File: config.mk
export PLATFORM = sky130hd
export DESIGN_NAME = edge_level_gen
export DESIGN_NICKNAME = d
export VERILOG_FILES = /design/src/rtl/edge_level_gen.sv
export SDC_FILE = /design/constraint.sdc
export NUM_CORES = 1
export LEC_CHECK = 0
export ABC_AREA = 1
export CAP_MARGIN = 25
export CORE_ASPECT_RATIO = 1.4
export CORE_UTILIZATION = 39
export DETAILED_ROUTE_END_ITERATION = 10
export SLEW_MARGIN = 20
export SYNTH_ARGS = -nofsm -noshare
export SYNTH_HDL_FRONTEND = slang
export SYNTH_SLANG_ARGS = --single-unit
File: constraint.sdc
create_clock -name clk -period 2.4 [get_ports clk]
set_input_delay 0.36 -clock clk [delete_from_list [all_inputs] [get_ports clk]]
set_output_delay 0.36 -clock clk [all_outputs]
set_load 0.005 [all_outputs]
File: src/rtl/edge_level_gen.sv
// edge_level_gen: rebuilds a glitch-free level from rise/fall request pulses.
// Each level is held at least MIN_HOLD cycles; one opposite-direction request
// can be queued while holding. Intended to drive a line that is edge-detected
// again on the receive side.
module edge_level_gen #(
   parameter int MIN_HOLD   = 4,
   parameter bit INIT_LEVEL = 1'b0,
   parameter int CNT_W      = 8
) (
   input  logic             clk,
   input  logic             rst_n,
   input  logic             in_s0,
   input  logic             in_s1,
   output logic             out_s,
   output logic             busy,
   output logic             err_drop,
   output logic [CNT_W-1:0] edge_cnt
);

   localparam int HOLD_W = (MIN_HOLD < 1) ? 1 : $clog2(MIN_HOLD + 1);
   localparam logic [HOLD_W-1:0] HOLD_LOAD = HOLD_W'(MIN_HOLD - 1);
   localparam logic [HOLD_W-1:0] HOLD_ONE  = HOLD_W'(1);
   localparam logic [HOLD_W-1:0] HOLD_ZERO = HOLD_W'(0);

   typedef enum logic [1:0] {
      ST_LOW     = 2'd0,
      ST_HOLD_HI = 2'd1,
      ST_HIGH    = 2'd2,
      ST_HOLD_LO = 2'd3
   } state_t;

   localparam state_t ST_INIT = INIT_LEVEL ? ST_HIGH : ST_LOW;

   state_t            state_q, state_d;
   logic [HOLD_W-1:0] hold_q, hold_d;
   // pending always means "the edge opposite to the level currently held"
   logic              pend_q, pend_d;
   logic              out_s_q, out_s_d;
   logic              busy_q, busy_d;
   logic              err_drop_q, err_drop_d;
   logic [CNT_W-1:0]  edge_cnt_q, edge_cnt_d;
   logic              issue_s;
   logic              drop_s;

   // State and output registers with synchronous active-low reset
   always_ff @(posedge clk) begin
      if (!rst_n) begin
         state_q    <= ST_INIT;
         hold_q     <= HOLD_ZERO;
         pend_q     <= 1'b0;
         out_s_q    <= INIT_LEVEL;
         busy_q     <= 1'b0;
         err_drop_q <= 1'b0;
         edge_cnt_q <= {CNT_W{1'b0}};
      end else begin
         state_q    <= state_d;
         hold_q     <= hold_d;
         pend_q     <= pend_d;
         out_s_q    <= out_s_d;
         busy_q     <= busy_d;
         err_drop_q <= err_drop_d;
         edge_cnt_q <= edge_cnt_d;
      end
   end

   // Next-state logic: issue edges, run the hold timer, queue or drop requests
   always_comb begin
      state_d = state_q;
      hold_d  = hold_q;
      pend_d  = pend_q;
      issue_s = 1'b0;
      drop_s  = 1'b0;
      case (state_q)
         ST_LOW: begin
            if (in_s0) begin
               state_d = ST_HOLD_HI;
               hold_d  = HOLD_LOAD;
               issue_s = 1'b1;
               pend_d  = in_s1;
            end else begin
               pend_d  = 1'b0;
            end
         end
         ST_HIGH: begin
            if (in_s1) begin
               state_d = ST_HOLD_LO;
               hold_d  = HOLD_LOAD;
               issue_s = 1'b1;
               pend_d  = in_s0;
            end else begin
               pend_d  = 1'b0;
            end
         end
         ST_HOLD_HI: begin
            if (hold_q == HOLD_ZERO) begin
               // Hold expired: a queued fall or one arriving now is issued;
               // a rise arriving now is judged against the new (empty) queue.
               if (pend_q || in_s1) begin
                  state_d = ST_HOLD_LO;
                  hold_d  = HOLD_LOAD;
                  issue_s = 1'b1;
                  pend_d  = in_s0;
               end else begin
                  state_d = ST_HIGH;
                  pend_d  = 1'b0;
               end
            end else begin
               hold_d = hold_q - HOLD_ONE;
               if (pend_q) begin
                  drop_s = in_s0 | in_s1;
               end else begin
                  pend_d = in_s1;
               end
            end
         end
         ST_HOLD_LO: begin
            if (hold_q == HOLD_ZERO) begin
               if (pend_q || in_s0) begin
                  state_d = ST_HOLD_HI;
                  hold_d  = HOLD_LOAD;
                  issue_s = 1'b1;
                  pend_d  = in_s1;
               end else begin
                  state_d = ST_LOW;
                  pend_d  = 1'b0;
               end
            end else begin
               hold_d = hold_q - HOLD_ONE;
               if (pend_q) begin
                  drop_s = in_s0 | in_s1;
               end else begin
                  pend_d = in_s0;
               end
            end
         end
         default: begin
            state_d = ST_INIT;
            hold_d  = HOLD_ZERO;
            pend_d  = 1'b0;
         end
      endcase
   end

   // Output logic: next values of the registered outputs from the next state
   always_comb begin
      out_s_d    = (state_d == ST_HOLD_HI) || (state_d == ST_HIGH);
      busy_d     = (state_d == ST_HOLD_HI) || (state_d == ST_HOLD_LO);
      err_drop_d = drop_s;
      if (issue_s) begin
         edge_cnt_d = edge_cnt_q + {{(CNT_W-1){1'b0}}, 1'b1};
      end else begin
         edge_cnt_d = edge_cnt_q;
      end
   end

   assign out_s    = out_s_q;
   assign busy     = busy_q;
   assign err_drop = err_drop_q;
   assign edge_cnt = edge_cnt_q;

endmodule

==> flow_summary.json, run 1 <==
{
  "cpMaxStageDelayCell": "clkdlybuf4s50_1",
  "p_switching_mw": 0.2415,
  "drtAntennaViolNets": 0,
  "post_cts.repair.setup_buffers": 0,
  "postCtsHoldBufs": 0,
  "yosysMostFrequentCell": "nand2_1",
  "wire_per_inst_um": 10.35,
  "num_rows": 21,
  "viasPerCell": 4.800,
  "worstPathCellList": "clkdlybuf4s50_1",
  "htreeDepth": 1,
  "postPlaceCellArea_mm2": 0.001166,
  "hold_class": "reg -> reg",
  "cts_tree": "built",
  "pwr-share-comb_pct": 30.8,
  "powerDensity_mw_per_mm2": 594.0,
  "cts_sinks": 17,
  "netlist_top_cells_count": "nand2_1, inv_1, dfxtp_1, nor2_1, nand4_1",
  "maxSlewHeadroom_pct": 71.49,
  "antenna_found_initial": 0,
  "dp.cells": 191,
  "power_frac_clock_pct": 22.1,
  "synth_top_area_share_pct": 34.34,
  "die_area_mm2": 0.002749,
  "fin_crit_ns": 1.685,
  "whs_ns": 0.4939,
  "ys_seq_area_share_pct": 34.34,
  "ys_top_cells_by_area": "dfxtp_1, nand2_1, nand4_1",
  "regArea_um2": 340.3,
  "die_y_um": 61.64,
  "wl_mm": 2.018,
  "crit_required_ns": 2.04,
  "slew_violations": 0,
  "post_cts_resized": 0,
  "seqPwrFrac_pct": 47.1,
  "cap_violations": 0,
  "grt_pass1_wl_mm": 3.353,
  "clk_pin_slew_ns": 0.10,
  "min_from": "hold_q[1]",
  "start_kind": "flop",
  "grt_usage_pct": 16.15,
  "yosysUniqueCellTypes": 23,
  "synth_area_leader_cell": "dfxtp_1",
  "port_buffers": 14,
  "peakVddDrop_v": 0.0002858,
  "finalPower_mw": 0.7083,
  "post-place-ws_ns": 0.4841,
  "cp_slowest_stage_delay_ns": 0.56,
  "dr.pass1.iters": 3,
  "cp_top_family": "buffers and inverters",
  "root_buffer": "clkbuf_4",
  "status": "finished, final reports clean",
  "fin_worst_skew_ns": 0.005859,
  "cts_buffers": 3,
  "worst_slack_ns": 0.7150,
  "worst_setup_path_end_kind": "output port",
  "reg2reg_from": "hold_q[0]",
  "max_freq_ghz": 0.5935,
  "final_core_util_pct": 49.87,
  "synth_warnings": 0,
  "drc": 0,
  "diodes": 0,
  "synth_area_per_cell_um2": 6.882,
  "fillers": 254,
  "synth_edf_count": 0,
  "grt_max_degree": 11,
  "layout.cells.non_filler": 195,
  "stdcell_area_mm2": 0.001192,
  "rsz0062_at_grt": "no",
  "clock_latency_ns": 0.29,
  "worst_pin_slew_ns": 0.4260,
  "ios": 15,
  "synth_seq_cells": 17,
  "vias": 936,
  "gp_congestion": 0.8133,
  "place_hpwl_mm": 1.564,
  "cts_buffer_depth": 2,
  "crit_arrival_ns": 1.32,
  "die-width_um": 44.60,
  "cp_max_fo": 7,
  "setup_violations": 0,
  "drive_above_1_share_pct": 11.80,
  "intPower_mw": 0.4668,
  "synth_ff_type": "dfxtp_1",
  "synth_async_sr_flop_share_pct": 0,
  "grt_remaining_overflow": 0,
  "fin_crit_sh_pct": 70.21,
  "core_mm2": 0.002391,
  "syn-instance-count": 144,
  "synth_area_um2": 991.0,
  "start_util_pct": 41.44,
  "layout.nets": 170,
  "path_buf_inv": 1,
  "finalSetupTns_ns": 0,
  "multi_input_area_um2": 556.8,
  "critical_path_class": "reg -> out",
  "drt_iter0_drc": 18,
  "syn_to_final_growth_pct": 20.33,
  "switching_share_pct": 34.10,
  "p_leak_nw": 0.5199,
  "grt_pass1_vias": 820,
  "finalHoldViolCount": 0,
  "crit_start": "edge_cnt[3]",
  "synth_nets": 152
}
worst paths after layout:
check                 to  cells past startpoint  slack [ns]
max reg2reg        out_s                      9        0.80
max          edge_cnt[3]                      1        0.72
min            hold_q[1]                      2        0.49
min reg2reg    hold_q[1]                      2        0.49
cells in the final DEF (no fill, tap or decap), drive strengths merged:
master,count
xnor2,1
nand4,12
nand3,9
dfxtp,17
o211ai,1
nor2,21
nand2,41
o21ai,2
inv,21
or2,1
a21oi,9
clkbuf,4
ha,4
xor2,2
clkinv,2
clkdlybuf4s50,14
routing by layer:
layer / vias up / wire length (um) / GRT usage [%]
li1: 494 / - / -
met1: 425 / 916 / 18.36
met2: 13 / 1028 / 30.88
met3: 4 / 43 / 1.760
met4: 0 / 29 / 5.195
met5: - / 0 / 0
power groups by stage:
stage          registers, mW  clock network [mW]  logic [mW]
5_1_grt                0.338               0.173       0.250
6_report               0.334               0.157       0.218
4_1_cts                0.334               0.167       0.221
3_3_place_gp           0.340                   0       0.217
3_5_place_dp           0.341                   0       0.221
2_1_floorplan          0.339                   0       0.149
flip-flops by register name (all words and copies together), names as in the netlist:
register and cells:
edge_cnt 8, hold_q 3, state_q 2, busy 1, err_drop 1, pend_q 1
out_s 1
cell families (layout without fill, tap and decap cells):
logic type	count (synthesis)	in the layout	synth area share (%)
fa+ha+maj	4	4	5.051
flops	17	17	34.34
simple gates	84	84	41.79
buf+inv	24	41	9.470
xor+xnor	3	3	2.652
compound gates	12	12	6.692
area by class of cell:
class	count	area share, %
tap	34	3.568
inverter	23	7.240
multi-input combinational	103	46.69
sequential	17	28.54
clock buffer	4	2.204
timing repair buffer	14	11.75
Note: power is estimated with default switching activity, not from simulation.
==> run 2, diff against run 1 <==
- clock period: 2.4 -> 1.74 ns (I/O delays scaled with it)
==> flow_summary.json, run 2 (same netlist as run 1, synthesis figures left out) <==
{
  "top_layer": "met4",
  "post_cts_resized": 0,
  "viasPerCell": 4.773,
  "cp_top_family": "buffers and inverters",
  "dr.pass1.iters": 4,
  "grt_max_degree": 11,
  "cts_buffers": 3,
  "largest_register_ffs": 8,
  "grt_pass1_vias": 858,
  "place_hpwl_mm": 1.519,
  "cp_max_fo": 7,
  "peakVddDrop_v": 0.0004545,
  "finalHoldViolCount": 0,
  "post_cts.repair.setup_buffers": 0,
  "grt_remaining_overflow": 0,
  "max_freq_ghz": 0.6235,
  "maxSlewHeadroom_pct": 72.71,
  "start_kind": "flop",
  "port_buffers": 14,
  "wl_mm": 1.978,
  "ios": 15,
  "path_buf_inv": 1,
  "grt_usage_pct": 16.81,
  "clk_pin_slew_ns": 0.11,
  "crit_arrival_ns": 1.34,
  "finalSetupTns_ns": 0,
  "reg2reg_from": "hold_q[0]",
  "setup_violations": 0,
  "critical_path_class": "reg -> out",
  "root_buffer": "clkbuf_4",
  "grt_pass1_wl_mm": 3.470,
  "layout_commonest_cell": "nand2_1",
  "diodes": 0,
  "worst_pin_slew_ns": 0.4078,
  "slew_violations": 0,
  "crit_required_ns": 1.48,
  "p_leak_nw": 0.5366,
  "gp_congestion": 0.8226,
  "crit_start": "edge_cnt[3]",
  "hold_class": "reg -> reg",
  "cpMaxStageDelayCell": "clkdlybuf4s50_1",
  "cts_buffer_depth": 2,
  "mostFrequentLayoutCells": "nand2_1, inv_1, nor2_1, dfxtp_1, clkdlybuf4s50_1",
  "wl_met3_um": 55,
  "fin_worst_skew_ns": 0.008418,
  "cts_sinks": 17,
  "htreeDepth": 1,
  "die_y_um": 61.64,
  "powerDensity_mw_per_mm2": 813.8,
  "drt_iter0_drc": 18,
  "finalPower_mw": 0.9897,
  "die-width_um": 44.60,
  "cap_violations": 0,
  "die_area_mm2": 0.002749,
  "clock_latency_ns": 0.30,
  "core_mm2": 0.002391,
  "status": "finished, final reports clean",
  "stdcell_area_mm2": 0.001216,
  "cp_slowest_stage_delay_ns": 0.56,
  "start_util_pct": 41.44,
  "syn_to_final_growth_pct": 22.73,
  "layout.nets": 173,
  "num_rows": 21,
  "drc": 0,
  "fin_crit_sh_pct": 92.18,
  "worst_setup_path_end_kind": "output port",
  "met1Wirelength_um": 933,
  "worstPathCellList": "clkdlybuf4s50_1",
  "min_from": "hold_q[1]",
  "fillers": 240,
  "rsz0062_at_grt": "no",
  "drive_above_1_share_pct": 14.02,
  "postCtsHoldBufs": 0,
  "cts_tree": "built",
  "vias": 945,
  "postPlaceCellArea_mm2": 0.001189,
  "wl_met2_um": 954,
  "fin_crit_ns": 1.604,
  "antenna_found_initial": 0,
  "wire_per_inst_um": 9.990,
  "drtAntennaViolNets": 0
}
run 2: changes by cell type in the layout (fill, tap and decap cells not counted):
| cell | change |
|---|---|
| clkbuf_1 | -1 |
| buf_4 | +3 |
| clkinv_2 | +1 |
run 2: area by class of cell:
class / count / area (um2) / share of cell area [%]
well taps: 34 / 42.54 / 3.498
flip-flops and latches: 17 / 340.3 / 27.98
clock inverters: 1 / 5.005 / 0.4115
inverters: 23 / 86.33 / 7.099
multi-input cells: 103 / 556.8 / 45.78
clock buffers: 3 / 22.52 / 1.852
repair buffers: 17 / 162.7 / 13.37
run 2: final timing paths:
kind | slack, ns | to | cells past startpoint
min | 0.49 | hold_q[1] | 2
max reg2reg | 0.19 | out_s | 9
min reg2reg | 0.49 | hold_q[1] | 2
max | 0.14 | edge_cnt[3] | 1
run 2: routing by layer:
metal | track usage [%] | up-vias
met4 | 6.926 | 0
met3 | 1.760 | 5
li1 | - | 501
met1 | 20.11 | 422
met5 | 0 | -
met2 | 30.25 | 17
run 2: where the power goes:
group | switching [mW] | leakage (nW) | internal, mW | total [mW]
sequential | 0.0309 | 0.139 | 0.431 | 0.462
combinational | 0.177 | 0.379 | 0.131 | 0.308
clock | 0.134 | 0.0177 | 0.0857 | 0.219
run 2: through the flow:
stage | setup slack, ns | cells | util [%] | hold WS (ns)
2_1_floorplan | 0.3248 | 144 | - | 0.4260
3_3_place_gp | 0.04122 | 194 | 49.71 | 0.4685
3_5_place_dp | 0.01438 | 194 | 49.71 | 0.4844
4_1_cts | 0.1288 | 198 | 50.86 | 0.5005
5_1_grt | 0.04464 | 198 | 50.86 | 0.5277
6_report | 0.1361 | 198 | 50.86 | 0.4909
==> run 3, diff against run 2 <==
- GPL_ROUTABILITY_DRIVEN: default -> 0
==> results of run 3 <==
The final DEF is identical to that of run 2; final timing and power are the same.
